### src/rtl/uart_pkg.sv
// Shared definitions for the UART transmitter: FSM state encoding, oversample
// factor and the baud_select -> clock divisor mapping.
package uart_pkg;

   localparam int unsigned OVERSAMPLE_DEF = 32'd16;

   typedef enum logic [2:0] {
      ST_IDLE   = 3'd0,
      ST_START  = 3'd1,
      ST_DATA   = 3'd2,
      ST_PARITY = 3'd3,
      ST_STOP   = 3'd4
   } tx_state_e;

   function automatic int unsigned baud_rate(input logic [2:0] sel);
      int unsigned rate;
      case (sel)
         3'b000:  rate = 32'd300;
         3'b001:  rate = 32'd1200;
         3'b010:  rate = 32'd4800;
         3'b011:  rate = 32'd9600;
         3'b100:  rate = 32'd19200;
         3'b101:  rate = 32'd38400;
         3'b110:  rate = 32'd57600;
         default: rate = 32'd115200;
      endcase
      return rate;
   endfunction

   // Rounded clk_freq / (baud * oversample), never below 1 so the divider always ticks.
   function automatic logic [31:0] baud_divisor(input int unsigned clk_freq,
                                                input int unsigned oversample,
                                                input logic [2:0]  sel);
      int unsigned den;
      int unsigned div;
      den = baud_rate(sel) * oversample;
      div = (clk_freq + den / 32'd2) / den;
      if (div == 32'd0) begin
         div = 32'd1;
      end else begin
         div = div;
      end
      return div;
   endfunction

   function automatic logic even_parity(input logic [7:0] data);
      return ^data;
   endfunction

endpackage

### src/rtl/tx_baud_gen.sv
// Oversample tick generator: one-clock pulse every DIV clocks for the selected rate.
// The divisor table is resolved at elaboration, so no runtime divider is built.
module tx_baud_gen
   import uart_pkg::*;
#(
   parameter int unsigned CLK_FREQ   = 32'd50_000_000,
   parameter int unsigned OVERSAMPLE = OVERSAMPLE_DEF
) (
   input  logic       clk,
   input  logic       reset,
   input  logic [2:0] baud_select,
   output logic       tick
);

   localparam logic [31:0] DIV_TAB [0:7] = '{
      baud_divisor(CLK_FREQ, OVERSAMPLE, 3'd0),
      baud_divisor(CLK_FREQ, OVERSAMPLE, 3'd1),
      baud_divisor(CLK_FREQ, OVERSAMPLE, 3'd2),
      baud_divisor(CLK_FREQ, OVERSAMPLE, 3'd3),
      baud_divisor(CLK_FREQ, OVERSAMPLE, 3'd4),
      baud_divisor(CLK_FREQ, OVERSAMPLE, 3'd5),
      baud_divisor(CLK_FREQ, OVERSAMPLE, 3'd6),
      baud_divisor(CLK_FREQ, OVERSAMPLE, 3'd7)
   };

   logic [31:0] div_s;
   logic [31:0] cnt_q, cnt_d;
   logic [2:0]  sel_q, sel_d;
   logic        tick_q, tick_d;

   // Next divider count; a rate change restarts the count from zero.
   always_comb begin
      div_s  = DIV_TAB[baud_select];
      sel_d  = baud_select;
      cnt_d  = cnt_q;
      tick_d = 1'b0;
      if (baud_select != sel_q) begin
         cnt_d  = 32'd0;
         tick_d = 1'b0;
      end else if (cnt_q >= div_s - 32'd1) begin
         cnt_d  = 32'd0;
         tick_d = 1'b1;
      end else begin
         cnt_d  = cnt_q + 32'd1;
         tick_d = 1'b0;
      end
   end

   // Divider state registers.
   always_ff @(posedge clk) begin
      if (!reset) begin
         cnt_q  <= 32'd0;
         sel_q  <= baud_select;
         tick_q <= 1'b0;
      end else begin
         cnt_q  <= cnt_d;
         sel_q  <= sel_d;
         tick_q <= tick_d;
      end
   end

   assign tick = tick_q;

endmodule

### src/rtl/transmitter_uart.sv
// UART transmitter: start bit, 8 data bits LSB first, even parity, stop bit,
// with a one-byte holding register so the next byte can queue during a frame.
module transmitter_uart
   import uart_pkg::*;
#(
   parameter int unsigned CLK_FREQ   = 32'd50_000_000,
   parameter int unsigned OVERSAMPLE = OVERSAMPLE_DEF
) (
   input  logic       clk,
   input  logic       reset,
   input  logic [2:0] baud_select,
   input  logic       Tx_EN,
   input  logic       Tx_WR,
   input  logic [7:0] Tx_DATA,
   output logic       TxD,
   output logic       Tx_READY,
   output logic       Tx_BUSY,
   output logic       Tx_DONE,
   output logic       Tx_OVERRUN
);

   localparam int          TW        = (OVERSAMPLE > 32'd1) ? $clog2(OVERSAMPLE) : 1;
   localparam logic [TW-1:0] TICK_LAST = TW'(OVERSAMPLE - 32'd1);

   logic            tick_s;
   logic            bit_end_s;
   logic            load_s;
   logic            accept_s;

   tx_state_e       state_q, state_d;
   logic [TW-1:0]   tick_cnt_q, tick_cnt_d;
   logic [2:0]      bit_idx_q, bit_idx_d;
   logic [7:0]      shift_q, shift_d;
   logic            parity_q, parity_d;
   logic [7:0]      hold_q, hold_d;
   logic            ready_q, ready_d;
   logic            txd_q, txd_d;
   logic            busy_q, busy_d;
   logic            done_q, done_d;
   logic            overrun_q, overrun_d;

   tx_baud_gen #(
      .CLK_FREQ   (CLK_FREQ),
      .OVERSAMPLE (OVERSAMPLE)
   ) u_baud_gen (
      .clk         (clk),
      .reset       (reset),
      .baud_select (baud_select),
      .tick        (tick_s)
   );

   // Frame sequencing, holding-register handshake and registered line outputs.
   always_comb begin
      state_d    = state_q;
      tick_cnt_d = tick_cnt_q;
      bit_idx_d  = bit_idx_q;
      shift_d    = shift_q;
      parity_d   = parity_q;
      hold_d     = hold_q;
      ready_d    = ready_q;
      txd_d      = txd_q;
      done_d     = 1'b0;
      load_s     = 1'b0;
      bit_end_s  = tick_s && (tick_cnt_q == TICK_LAST);

      if (tick_s && (state_q != ST_IDLE)) begin
         tick_cnt_d = bit_end_s ? '0 : tick_cnt_q + 1'b1;
      end else begin
         tick_cnt_d = tick_cnt_q;
      end

      case (state_q)
         ST_IDLE: begin
            load_s = tick_s && Tx_EN && !ready_q;
         end
         ST_START: begin
            if (bit_end_s) begin
               state_d   = ST_DATA;
               bit_idx_d = 3'd0;
               txd_d     = shift_q[0];
            end else begin
               state_d = ST_START;
            end
         end
         ST_DATA: begin
            if (bit_end_s && (bit_idx_q == 3'd7)) begin
               state_d = ST_PARITY;
               txd_d   = parity_q;
            end else if (bit_end_s) begin
               shift_d   = {1'b0, shift_q[7:1]};
               bit_idx_d = bit_idx_q + 3'd1;
               txd_d     = shift_q[1];
            end else begin
               state_d = ST_DATA;
            end
         end
         ST_PARITY: begin
            if (bit_end_s) begin
               state_d = ST_STOP;
               txd_d   = 1'b1;
            end else begin
               state_d = ST_PARITY;
            end
         end
         ST_STOP: begin
            if (bit_end_s) begin
               done_d = 1'b1;
               load_s = Tx_EN && !ready_q;
               state_d = ST_IDLE;
               txd_d   = 1'b1;
            end else begin
               state_d = ST_STOP;
            end
         end
         default: begin
            state_d = ST_IDLE;
            txd_d   = 1'b1;
         end
      endcase

      // Moving the held byte into the shifter both starts a frame and frees the holding slot.
      if (load_s) begin
         shift_d    = hold_q;
         parity_d   = even_parity(hold_q);
         state_d    = ST_START;
         txd_d      = 1'b0;
         tick_cnt_d = '0;
         bit_idx_d  = 3'd0;
      end else begin
         shift_d = shift_d;
      end

      accept_s  = Tx_WR && (ready_q || load_s);
      overrun_d = Tx_WR && !accept_s;
      if (accept_s) begin
         hold_d  = Tx_DATA;
         ready_d = 1'b0;
      end else if (load_s) begin
         ready_d = 1'b1;
      end else begin
         ready_d = ready_q;
      end

      busy_d = (state_d != ST_IDLE);
   end

   // State and output registers.
   always_ff @(posedge clk) begin
      if (!reset) begin
         state_q    <= ST_IDLE;
         tick_cnt_q <= '0;
         bit_idx_q  <= 3'd0;
         shift_q    <= 8'h00;
         parity_q   <= 1'b0;
         hold_q     <= 8'h00;
         ready_q    <= 1'b1;
         txd_q      <= 1'b1;
         busy_q     <= 1'b0;
         done_q     <= 1'b0;
         overrun_q  <= 1'b0;
      end else begin
         state_q    <= state_d;
         tick_cnt_q <= tick_cnt_d;
         bit_idx_q  <= bit_idx_d;
         shift_q    <= shift_d;
         parity_q   <= parity_d;
         hold_q     <= hold_d;
         ready_q    <= ready_d;
         txd_q      <= txd_d;
         busy_q     <= busy_d;
         done_q     <= done_d;
         overrun_q  <= overrun_d;
      end
   end

   assign TxD        = txd_q;
   assign Tx_READY   = ready_q;
   assign Tx_BUSY    = busy_q;
   assign Tx_DONE    = done_q;
   assign Tx_OVERRUN = overrun_q;

endmodule

### config.mk
export PLATFORM = sky130hd
export DESIGN_NAME = transmitter_uart
export DESIGN_NICKNAME = d
export VERILOG_FILES = /design/src/rtl/uart_pkg.sv /design/src/rtl/tx_baud_gen.sv /design/src/rtl/transmitter_uart.sv
export SDC_FILE = /design/constraint.sdc
export NUM_CORES = 1
export LEC_CHECK = 0
export ABC_AREA = 1
export BUFFER_PORTS_ARGS = -buffer_cell sky130_fd_sc_hd__buf_2
export CAP_MARGIN = 25
export CORE_MARGIN = 2
export CORE_UTILIZATION = 60
export CTS_CLUSTER_DIAMETER = 100
export DETAILED_ROUTE_END_ITERATION = 10
export PLACE_DENSITY = 0.79
export SLEW_MARGIN = 20
export SYNTH_ARGS = -nofsm -noshare
export SYNTH_HDL_FRONTEND = slang
export SYNTH_SLANG_ARGS = --single-unit
### constraint.sdc
create_clock -name clk -period 3.45 [get_ports clk]
set_input_delay 0.345 -clock clk [delete_from_list [all_inputs] [get_ports clk]]
set_output_delay 0.345 -clock clk [all_outputs]
set_load 0.1 [all_outputs]
# After elaboration in Yosys (flattened, before gate mapping)
# Memory sizes are Yosys's and may differ from the RTL's.
# Cells that the tools add are included.
# Widths: inputs -> output; s select.
# word_totals
register_bits	68
mem_bits_ro	256
inputBits	15
out_inout_bits	5
elab_cells	95
memories	1
# classes
add_sub_neg	4
magnitude_cmp	2
n_eq_ne	15
muxes	30
bitwise_logic	2
reduce_logical	27
# memory_table
memory	words	word_bits	rd	rd_clocked_by_memory_dff	wr	line	rtl
(no name shown)	8	32	1	0	0	tx_baud_gen.sv:33	div_s = DIV_TAB[baud_select];
# ops
operator	count
$mux 32	2
$add 32x1->32 const B	1
$ge 32x32->1	1
$mux 8	4
$sub 32x1->32 const B	1
$mux 3	8
$pmux 3 s5	1
$mux 1	10
$ne 2x2->1 const B	5
$logic_and 1x1->1	8
$reduce_and 4->1	2
$reduce_bool 2->1	4
$reduce_xor 8->1	1
$eq 3x2->1 const B	2
$eq 3x3->1 const B	2
$pmux 3 s2	1
$reduce_bool 3->1	2
$reduce_or 2->1	3
$add 4x1->4 const B	1
$eq 4x4->1 const B	1
$ge 4x4->1 const B	1
$mux 4	1
$ne 4x4->1 const B	1
$not 3->4	1
15 further kinds	16

# Logic depth before layout (Yosys ltp)
# Gate-level depths: netlist of the first run.
# logic_depth
ltp_word	8
ltp_mapped	19

# By module
# Synthesis of the first run repeated with hierarchy kept, for this count alone.
# hier_totals
hier_cells	523
area_unflattened_um2	3854.9
# modules_own_cells
mod	n_inst	cells_per_inst	area_each_um2	seq_area_each_um2
tx_baud_gen	1	261	2006.9	720.7
transmitter_uart	1	262	1848.0	640.6

# Worst setup path before layout of the first run
# Ideal clock, no wire load.
# synth_timing
kind	input to register
from	in baud_select[0]
to	reg u_baud_gen.cnt_q[10]
setup_time_ps	78
t_arrival_ps	2774
path_slack_ps	599
stages	18
path_buffers	1
cell_sequence	inv_1 -> ha_1 -> inv_1 -> o21ai_0 -> inv_1 -> ha_1 -> o21ai_0 -> nand3_1 -> nand2_1 -> xor2_1 -> ha_1 -> a21o_1 -> nor2_1 -> nand2_1 -> nand2_1 -> nand4_1 -> buf_2 -> nor3_1
# synth_between
elab_chain_cells	7
elab_cells_between_ends	8
classes_between	add/sub: 1; order compare: 1; eq/ne: 1; mux: 2; bitwise: 1; reduce/logical: 1; memory: 1
# synth_lines
item	line	rtl
from (decl)	transmitter_uart.sv:11	input logic [2:0] baud_select,
$not 3->4 (implied by the code)	tx_baud_gen.sv:33	
$mem_v2 8x32	n/a	
$mux 32 (implied by the code) (2 in a row)	tx_baud_gen.sv:33	
$sub 32x1->32	tx_baud_gen.sv:40	end else if (cnt_q >= div_s - 32'd1) begin
$ge 32x32->1	tx_baud_gen.sv:40	
$reduce_or 3->1 (no source line) *	n/a	
to (signal assigned)	tx_baud_gen.sv:56	cnt_q <= cnt_d;
to (decl)	tx_baud_gen.sv:27	logic [31:0] cnt_q, cnt_d;
# Every way passes the cells marked *; elsewhere a longest branch is shown, timed or not. The select of a mux whose other input is x is not followed.
# A chain may end at the register's enable or synchronous reset.

# Worst setup path after layout of the first run
# layout_timing
from	in baud_select[0]
to	reg u_baud_gen.cnt_q[13]
# Same word-level chain as after synthesis.

==> impl_results.md, run 1 <==
- Cell taking the most area after synthesis: dfxtp_1
- Met2 wire len: 3430 um
- Setup Fix Bufs, Post-CTS: 0
- Mapped Cells: 471
- Post-synth EDFFs: 0
- CTS tree: built
- Design area: 3870 um^2
- Crit path DAT: 3.07 ns
- Diodes inserted: 0
- Area Overhead vs Synth: 10.1%
- Top cell type's share of synthesized area: 0.388
- Peak supply drop: 0.401 mV
- Slew margin rel.: 0.604
- FF-to-FF path depth: 10
- Crit end category: flip-flop
- Worst r2r src: tick_cnt_q[0]
- Syn avg cell area: 7.46 um^2
- Largest fanout on the critical path: 15
- # setup viols final: 0
- TritonCTS buffer count: 9
- RePlAce Congestion: 0.867
- Maxcap violations: 0
- H-tree Lvls: 3
- Adder-cell share of the synthesized area: 0.0962
- Reg-to-reg setup timing slack: 1.37 ns
- Worst setup endpoint: u_baud_gen.cnt_q[13]
- Pleak: 1.79 nW
- Final nets: 551
- Met3 routed WL: 330 um
- Post-Synth XOR/XNOR Area: 0.0574
- Routed wire length: 6860 um
- Top sig layer: met4
- IO Pins: 20
- Kind of critical path: in -> reg
- CTS sink count: 68
- DRC: 0
- WL/cell: 11.7 um
- Most numerous cell in the Yosys netlist: nand2_1
- DR pass1 iterations: 5
- Via count: 3062
- Clock Latency Late Sink: 0.35 ns
- Fin. Hold Viols: 0
- Placed inst area: 3690 um^2
- PD cells: 405 nW/um^2
- Post-synthesis mux area share: 0
- Yosys Warn Count: 0
- Die X: 80.5 um
- Hold_buf cts: 0
- Compound-gate portion of the synthesized area: 0.0905
- Clock root cell: clkbuf_8
- Pwr Total: 1.57 mW
- DRT met1 WL: 2980 um
- Worst-margin pin slew: 0.594 ns
- Post-synth ARST share: 0
- Max Clock Skew: 0.0121 ns
- RSZ-0062 raised after global routing: false
- Worst min-delay path category: in -> reg
- Status: finished clean
- Top cells by area, synth: dfxtp_1 39%, nand2_1 11%, ha_1 9.6%, inv_1 6.0%, nor2_1 6.0%
- Full die area: 6480 um^2
- Max Clk Rate: 349 MHz
- Synth Area in Simple Gates: 0.280
- Layout cells sized above 1: 0.0895
- Gr ovfl total: 0
- Via-per-instance ratio: 5.23
- Core footprint: 5570 um^2
- CTS resizes: 0
- Die H: 80.5 um
- FP Rows: 27
- DP HPWL: 5020 um
- Total GRT Usage: 0.229
- Mapped Area: 3510 um^2
- Largest net degree at the start of global routing: 21
- Critical path origin: baud_select[0]
- Startpoint type of the worst setup path: primary input
- Unique masters post-synth: 37
- Register area share after synthesis: 0.388
- Initial antenna violation count: 0
- Clock slew at reported path FFs: 0.08 ns
- Clock Tree Buf Depth: 2
- Vias in the first global route: 2777
- Global-route wire length before repair: 11500 um
- Starting DRT DRC Count: 120
- Post-synth top cells: 103 x nand2_1, 68 x dfxtp_1, 56 x inv_1, 56 x nor2_1, 28 x a21oi_1
- CP required: 3.65 ns
- Fin crit share: 0.830
- Pins Over Slew Limit: 0
- Starting Density: 0.630
- # port buffers: 19
- Main combinational cell family by area after synthesis: simple AND/OR/NAND/NOR gates
- Tmin final: 2.86 ns
- FF+latch count, synth: 68
- Top FF cell, synth: dfxtp_1
- Reg2reg end: hold_q[7]
- ANT nets after route: 0
- TNS Setup: 0 ns
## kinds of logic after synthesis
| logic type | count (synthesis) |
|---|---|
| other | 1 |
| AO/OA/AOI/OAI | 58 |
| XOR/XNOR | 23 |
| flip-flops | 68 |
| buffers and inverters | 68 |
| AND/OR/NAND/NOR | 226 |
| adder cells (fa/ha/maj) | 27 |
## worst max-delay path, cell delays in order
cell and delay [ns]:
buf_2 0.16, inv_1 0.15, ha_1 0.31, inv_1 0.03
nor2_1 0.21, a21oi_1 0.11, inv_1 0.13, nor3_1 0.05
o21ai_0 0.32, a21oi_1 0.12, ha_1 0.31, nand2_1 0.05
inv_1 0.07, nand3_1 0.06, nor2_1 0.13, nand3_1 0.09
nand4_1 0.12, buf_4 0.22, nor3_1 0.07
## power by group
| part | switching, mW | leakage (nW) | internal, mW | total (mW) |
|---|---|---|---|---|
| registers | 0.0106 | 0.557 | 0.806 | 0.817 |
| clock network | 0.305 | 0.0803 | 0.277 | 0.582 |
| logic | 0.111 | 1.15 | 0.0566 | 0.168 |
## placed cells by master, fill, tap and decap left out
master,n
nor3b_1,1
buf_4,2
clkinvlp_4,4
inv_1,56
clkinv_2,2
inv_6,1
o21a_1,1
nand4_1,11
dfxtp_1,68
o31ai_1,1
nor3_1,25
a31oi_1,1
o21ai_0,20
inv_2,1
nand2_2,1
xor2_1,11
o22ai_1,1
or2_2,1
nand2_1,103
a21oi_1,28
nor2_1,56
conb_1,17
nor2_8,1
nand3_1,23
o2111a_1,1
buf_2,19
nand2_4,1
a21oi_2,1
nand3b_1,1
a211oi_1,2
ha_1,27
clkbuf_8,10
o21bai_1,1
a21o_1,1
nand3_2,2
xnor2_1,12
## metal layers
layer / up-vias / track usage
met5: - / 0
met4: 0 / 0.0780
met3: 16 / 0.0775
met2: 77 / 0.411
met1: 1393 / 0.252
li1: 1576 / -
## flip-flops by register name, indices dropped and copies added, names as in the netlist
signal	cells
u_baud_gen.cnt_q	32
hold_q	8
shift_q	8
tick_cnt_q	4
bit_idx_q	3
state_q	3
u_baud_gen.sel_q	3
TxD	1
Tx_BUSY	1
Tx_DONE	1
Tx_OVERRUN	1
Tx_READY	1
parity_q	1
u_baud_gen.tick	1
## layout make-up
cell class | count | area [um^2]
Inverter | 58 | 223
Fill cell | 476 | 1710
Multi-Input combinational cell | 351 | 1910
Clock inverter | 6 | 40.0
Tap cell | 72 | 90.1
Timing Repair Buffer | 21 | 110
Sequential cell | 68 | 1360
Clock buffer | 10 | 138
## how the worst min path moves through the flow
stage,startpoint,to,slack (ns),cells after the start
6_report,baud_select[0],u_baud_gen.sel_q[0],0.20,1
5_1_grt,baud_select[0],u_baud_gen.sel_q[0],0.19,1
4_1_cts,baud_select[0],u_baud_gen.sel_q[0],0.18,1
3_5_place_dp,shift_q[7],shift_q[7],0.46,2
3_3_place_gp,shift_q[7],shift_q[7],0.46,2
2_1_floorplan,baud_select[0],u_baud_gen.sel_q[0],0.37,0
## through the flow
stage,utilization,instances,worst slack [ns],hold WS (ns)
2_1_floorplan,-,487,0.599,0.373
3_3_place_gp,0.662,570,0.387,0.457
3_5_place_dp,0.662,570,0.276,0.464
4_1_cts,0.694,586,0.635,0.181
5_1_grt,0.694,586,0.297,0.190
6_report,0.694,586,0.585,0.200
Power figures use the tool's default switching activity.
==> run 2, diff against run 1 <==
--- a/config.mk
+++ b/config.mk
@@ -9,10 +9,10 @@
 export BUFFER_PORTS_ARGS = -buffer_cell sky130_fd_sc_hd__buf_2
 export CAP_MARGIN = 25
 export CORE_MARGIN = 2
-export CORE_UTILIZATION = 60
+export CORE_UTILIZATION = 55
 export CTS_CLUSTER_DIAMETER = 100
 export DETAILED_ROUTE_END_ITERATION = 10
-export PLACE_DENSITY = 0.79
+export PLACE_DENSITY = 0.76
 export SLEW_MARGIN = 20
 export SYNTH_ARGS = -nofsm -noshare
 export SYNTH_HDL_FRONTEND = slang
==> constraint.sdc (replaced) <==
create_clock -name clk -period 2.45 [get_ports clk]
set_input_delay 0.245 -clock clk [delete_from_list [all_inputs] [get_ports clk]]
set_output_delay 0.245 -clock clk [all_outputs]
set_load 0.1 [all_outputs]
==> run 2 against run 1 <==
  * The run now ends with setup timing left
  * Core utilization increased by 1.1 points
  * Die area increased by 8.6%
  * Hold slack got worse by 0.085 ns
  * Wire length increased by 10%
==> impl_results.md, run 2 (synthesis results as in run 1) <==
- Status: complete, but fails checks
- Failing checks: setup timing
- Worst min-delay path category: in -> reg
- DP HPWL: 5250 um (+4.7%)
- RSZ-0062 raised after global routing: true
- Critical-path top delay cell: ha_1
- Diodes inserted: 0 (unchanged)
- Crit end category: flip-flop
- Via count: 3205 (+4.7%)
- Starting DRT DRC Count: 122 (+1.7%)
- Clock Latency Late Sink: 0.35 ns (about the same)
- Clock Tree Buf Depth: 2 (unchanged)
- RePlAce Congestion: 0.906 (+4.5%)
- Maxcap violations: 0 (unchanged)
- # port buffers: 19 (unchanged)
- PnR worst setup slack: -0.114 ns (-0.699 ns)
- Most frequent cell on the critical path: nand2_1
- Max Clock Skew: 0.00813 ns (-0.00394 ns)
- Fin crit share: 1.05
- Hold_buf cts: 0 (unchanged)
- Starting Density: 0.559 (-0.0706)
- Pins Over Slew Limit: 0 (unchanged)
- Slew margin rel.: 0.382 (-0.222)
- DR pass1 iterations: 4 (-1)
- Sw Pwr: 0.645 mW (+51%)
- Fin. Hold Viols: 0 (unchanged)
- Placed cell count: 602 (+5.6%)
- CP delay by family, top: simple AND/OR/NAND/NOR gates
- CTS tree: built
- Gr busiest metal: met2
- Reg with most FFs: u_baud_gen.cnt_q
- Met3 Use GR: 0.0504 (-0.0271)
- Internal: 1.87 mW (+64%)
- Die H: 83.9 um (+4.2%)
- Commonest cells after routing, fill and taps aside: 96 x nand2_1, 68 x dfxtp_1, 52 x nor2_1
- Most common cell after layout, fill and taps aside: nand2_1
- Total GRT Usage: 0.211 (-0.0179)
- Gr ovfl total: 0 (unchanged)
- IO Pins: 20 (unchanged)
- Clk pwr share: 0.415 (+0.044)
- Peak supply drop: 0.440 mV (+9.6%)
- CP required: 2.71 ns (-0.94 ns)
- DRC: 0 (unchanged)
- Sequential fraction of design power: 0.457 (-0.064)
- Comb power frac: 0.127 (+0.020)
- Kind of critical path: in -> reg
- Clock slew at reported path FFs: 0.07 ns (about the same)
- Final Hold Slack: 0.115 ns (-0.0852 ns)
- Clock root cell: clkbuf_8
- Worst-margin pin slew: 0.925 ns (+0.331 ns)
- Layout cells sized above 1: 0.226 (+0.136)
- Sw frac: 0.256 (-0.0161)
- Largest net degree at the start of global routing: 21 (unchanged)
- Biggest regs: u_baud_gen.cnt_q (32), hold_q (8), shift_q (8)
- Critical-path cell list: buf_8, clkinvlp_4, buf_4, ha_1, inv_1, a21oi_2, nand2_2, a21oi_1, nand2_1, xor2_1, ha_1, a21o_1, nor2_1, nand2_1, nand2_1, nand4_1, buf_6, nor3_1
- Grt met2 use: 0.368 (-0.0428)
- H-tree Lvls: 3 (unchanged)
- Final nets: 586 (+6.4%)
- CTS sink count: 68 (unchanged)
- Crit path DAT: 2.82 ns (-0.25 ns)
- # setup viols final: 16 (+16)
- Vias in the first global route: 2967 (+6.8%)
- Pleak: 2.05 nW (+14%)
- Max incr delay on CP: 0.30 ns (-0.02 ns)
- PD cells: 569 nW/um^2 (+40%)
- Startpoint type of the worst setup path: primary input
- ANT nets after route: 0 (unchanged)
- Reg-to-reg setup timing slack: 0.43 ns (-0.94 ns)
- TritonCTS buffer count: 9 (unchanged)
- FP Rows: 29 (+7.4%)
- Buf/Inv on CP: 5 (-1)
- Routed wire length: 7570 um (+10%)
- Met1 usage: 0.244 (-0.00713)
- Largest fanout on the critical path: 7 (-8)
- Die X: 83.9 um (+4.2%)
- Global-route wire length before repair: 12200 um (+5.9%)
- Final Non-Filler Cells: 626 (+6.8%)
- Max Clk Rate: 390 MHz
- WL/cell: 12.1 um (+3.4%)
- Place WS: -0.380 ns (-0.655 ns)
- Largest register FFs: 32 (unchanged)
- Initial antenna violation count: 0 (unchanged)
- Via-per-instance ratio: 5.12 (-2.0%)
- Core footprint: 6280 um^2 (+13%)
- TNS Setup: -1.16 ns (-1.16 ns)
- Full die area: 7040 um^2 (+8.6%)
- Tmin final: 2.56 ns
- Area Overhead vs Synth: 26.0%
## run 2: timing repair
| item | 4_1_cts | 5_1_grt |
|---|---|---|
| endpoints found under the setup margin | 3 | 16 |
| cloned | 0 | 1 |
| pin swaps | 0 | 21 |
| setup buffers | 0 | 7 |
| resized for setup | 2 | 57 |
## run 2: final cells by class
type                       instances  area [um^2]
tap                               77         96.3
clock buffer                      11          141
clock inverter                     5         83.8
fill                             500         1850
sequential                        68         1360
multi-input combinational        351         2110
inverter                          58          230
timing repair buffer              56          404
## run 2: path summary, 6_finish.rpt
| check | depth (start not counted) | from | end |
|---|---|---|---|
| setup / recovery | 18 | baud_select[1] | u_baud_gen.cnt_q[10] |
| hold reg to reg | 2 | bit_idx_q[2] | bit_idx_q[2] |
| hold / removal | 2 | baud_select[0] | u_baud_gen.sel_q[0] |
| setup reg to reg | 10 | tick_cnt_q[0] | hold_q[0] |
## run 2: per-stage QoR
stage / cell area (um^2) / total power, mW / utilization
floorplan: 3600 / 1.36 / -
global placement: 3920 / 1.44 / 0.624
detailed placement: 3920 / 1.45 / 0.624
CTS: 4150 / 2.48 / 0.662
global route: 4430 / 2.62 / 0.705
finish: 4430 / 2.52 / 0.705
## run 2: routing by layer
layer	part of all wire	wire, um
met5	0	0
met4	0.025	188
met3	0.028	215
met2	0.50	3790
met1	0.45	3380
## run 2: worst reg2reg max path, stage by stage, from the launching register on
cell	delay (ns)
dfxtp_1	0.37
ha_1	0.23
nand3_2	0.15
nor2_8	0.19
nand3_2	0.09
nand2_2	0.32
inv_6	0.08
nand2_4	0.13
nand2_1	0.18
nand2_1	0.10
a21oi_1	0.07
## run 2: power groups by stage
stage / logic, mW / registers, mW / clock network (mW)
2_1_floorplan: 0.174 / 1.19 / 0
3_3_place_gp: 0.266 / 1.17 / 0
3_5_place_dp: 0.272 / 1.18 / 0
4_1_cts: 0.274 / 1.15 / 1.06
5_1_grt: 0.357 / 1.15 / 1.11
6_report: 0.321 / 1.15 / 1.05
==> run 3, diff against run 2 <==
--- a/config.mk
+++ b/config.mk
@@ -8,6 +8,7 @@
 export ABC_AREA = 1
 export BUFFER_PORTS_ARGS = -buffer_cell sky130_fd_sc_hd__buf_2
 export CAP_MARGIN = 25
+export CORE_ASPECT_RATIO = 0.8
 export CORE_MARGIN = 2
 export CORE_UTILIZATION = 55
 export CTS_CLUSTER_DIAMETER = 100
==> run 3 against run 2 <==
  * First-iteration DRC count rose by 15%
  * Wire length is 5.3% lower
  * Highest routed layer unchanged
  * Clock skew hardly changed
  * Total power shrank 2.4%
  * Via count is 3.4% lower
  * The run still ends with setup timing left
  * Core utilization is 1.3 points lower
  * Non-clock buffer count is 4 lower
  * Maximum frequency grew 4.0%
  * Largest power group unchanged
  * Sequential cell count is the same
  * Worst setup slack improved by 0.10 ns
==> impl_results.md, run 3 (synthesis results as in run 1) <==
- Worst-margin pin slew: 0.644 ns (-0.280 ns)
- CTS tree: built
- FP Rows: 26 (-10%)
- Starting DRT DRC Count: 140 (+15%)
- Largest net degree at the start of global routing: 21 (unchanged)
- CP required: 2.70 ns (about the same)
- # port buffers: 19 (unchanged)
- Full die area: 7040 um^2 (about the same)
- Clock Latency Late Sink: 0.34 ns (about the same)
- Crit end category: flip-flop
- Fin crit share: 1.01 (-0.0407)
- Starting Density: 0.559 (about the same)
- IO Pins: 20 (unchanged)
- Largest fanout on the critical path: 7 (unchanged)
- Multi-input logic area: 2070 um^2 (-2.0%)
- Final nets: 582 (-0.68%)
- Most common cell after layout, fill and taps aside: nand2_1
- Die X: 93.3 um (+11%)
- Largest register FFs: 32 (unchanged)
- Core footprint: 6280 um^2 (about the same)
- Placed cell count: 609 (+1.2%)
- Pleak: 1.97 nW (-3.9%)
- Tmin final: 2.46 ns (-0.0997 ns)
- RSZ-0062 raised after global routing: true
- PnR worst setup slack: -0.0141 ns (+0.0997 ns)
- Post-Route Utilization: 0.692 (-0.0135)
- RePlAce Congestion: 0.861 (-4.9%)
- FILL cells: 510 (+2.0%)
- TritonCTS buffer count: 9 (unchanged)
- Routed wire length: 7170 um (-5.3%)
- H-tree Lvls: 3 (unchanged)
- Status: complete, but fails checks
- Clock Tree Buf Depth: 2 (unchanged)
- Max Clock Skew: 0.00795 ns (-0.000185 ns)
- Area Overhead vs Synth: 23.6%
- Maxcap violations: 0 (unchanged)
- Failing checks: setup timing
- Biggest regs: u_baud_gen.cnt_q (32), hold_q (8), shift_q (8)
- Crit path DAT: 2.71 ns (-0.11 ns)
- Global-route wire length before repair: 11400 um (-6.9%)
- Peak supply drop: 0.308 mV (-30%)
- CTS sink count: 68 (unchanged)
- Via count: 3097 (-3.4%)
- Kind of critical path: in -> reg
- Worst min-delay path category: in -> reg
- Fin. Hold Viols: 0 (unchanged)
- ANT nets after route: 0 (unchanged)
- # setup viols final: 1 (-15)
- DR pass1 iterations: 4 (unchanged)
- Max Clk Rate: 406 MHz (+4.0%)
- Total GRT Usage: 0.204 (-0.00714)
- Layout cells sized above 1: 0.208 (-0.0181)
- Die H: 75.5 um (-10%)
- PD cells: 566 nW/um^2 (-0.54%)
- WL/cell: 11.4 um (-5.6%)
- Reg with most FFs: u_baud_gen.cnt_q
- Diodes inserted: 0 (unchanged)
- Startpoint type of the worst setup path: primary input
- DRC: 0 (unchanged)
- Slew margin rel.: 0.570 (+0.187)
- Vias in the first global route: 2709 (-8.7%)
- Clock slew at reported path FFs: 0.07 ns (about the same)
- Commonest cells after routing, fill and taps aside: 99 x nand2_1, 68 x dfxtp_1, 51 x nor2_1
- Pwr Total: 2.46 mW (-2.4%)
- DP HPWL: 5010 um (-4.6%)
- Initial antenna violation count: 0 (unchanged)
- Storage cell area: 1360 um^2 (unchanged)
- TNS Setup: -0.0141 ns (+1.14 ns)
- Gr ovfl total: 0 (unchanged)
- Place WS: -0.375 ns (+0.00495 ns)
- Via-per-instance ratio: 4.93 (-3.7%)
- Clock root cell: clkbuf_8
- Pins Over Slew Limit: 0 (unchanged)
- Final Non-Filler Cells: 628 (+0.32%)
## run 3: final cells by class
cell class	instances	area share
inverter	58	0.0527
clock inverter	6	0.0205
tap	84	0.0242
multi-input combinational	351	0.476
timing repair buffer	52	0.0844
sequential	68	0.314
clock buffer	9	0.0285
## run 3: repair_timing
| action | 4_1_cts | 5_1_grt |
|---|---|---|
| hold buffers | 0 | 0 |
| pin swaps | 0 | 12 |
| resized for setup | 1 | 47 |
| setup buffers | 0 | 3 |
| gates cloned | 0 | 1 |
| endpoints found under the setup margin | 15 | 16 |
## run 3: per-layer routing
layer | up-vias | wire (um) | global-route usage
met5 | - | 0 | 0
met4 | 0 | 165 | 0.0980
met3 | 22 | 272 | 0.0495
met2 | 59 | 3300 | 0.325
met1 | 1379 | 3430 | 0.266
li1 | 1637 | - | -
## run 3: power breakdown
group          switching, mW  total (mW)  internal (mW)
logic                  0.187       0.313          0.126
clock network          0.425       0.993          0.569
registers             0.0141        1.15           1.14
total                  0.625        2.46           1.83
## run 3: worst max-delay path: stages
cell and delay, ns:
buf_8 0.10, clkinvlp_4 0.13, buf_6 0.11, ha_2 0.16, inv_2 0.06, a21oi_4 0.19
nand2_1 0.12, a21oi_1 0.15, nand2_1 0.08, xor2_1 0.17, ha_1 0.29, a21o_1 0.18
nor2_1 0.09, nand2_1 0.06, nand2_1 0.05, nand4_1 0.17, buf_6 0.20, nor3_1 0.15
## run 3: stage by stage
| step | hold slack [ns] | instance area (um^2) |
|---|---|---|
| 2_1_floorplan | 0.273 | 3600 |
| 3_3_place_gp | 0.401 | 3930 |
| 3_5_place_dp | 0.404 | 3930 |
| 4_1_cts | 0.0505 | 4140 |
| 5_1_grt | 0.00347 | 4340 |
| 6_report | 0.0207 | 4340 |
## run 3: worst paths after layout
| path | slack (ns) | cells after the start | to | from |
|---|---|---|---|---|
| worst max-delay path | -0.01 | 18 | u_baud_gen.cnt_q[7] | baud_select[0] |
| worst min-delay path | 0.02 | 1 | u_baud_gen.sel_q[0] | baud_select[0] |
| worst max register to register | 0.42 | 10 | hold_q[0] | tick_cnt_q[0] |
| worst min register to register | 0.46 | 2 | shift_q[7] | shift_q[7] |
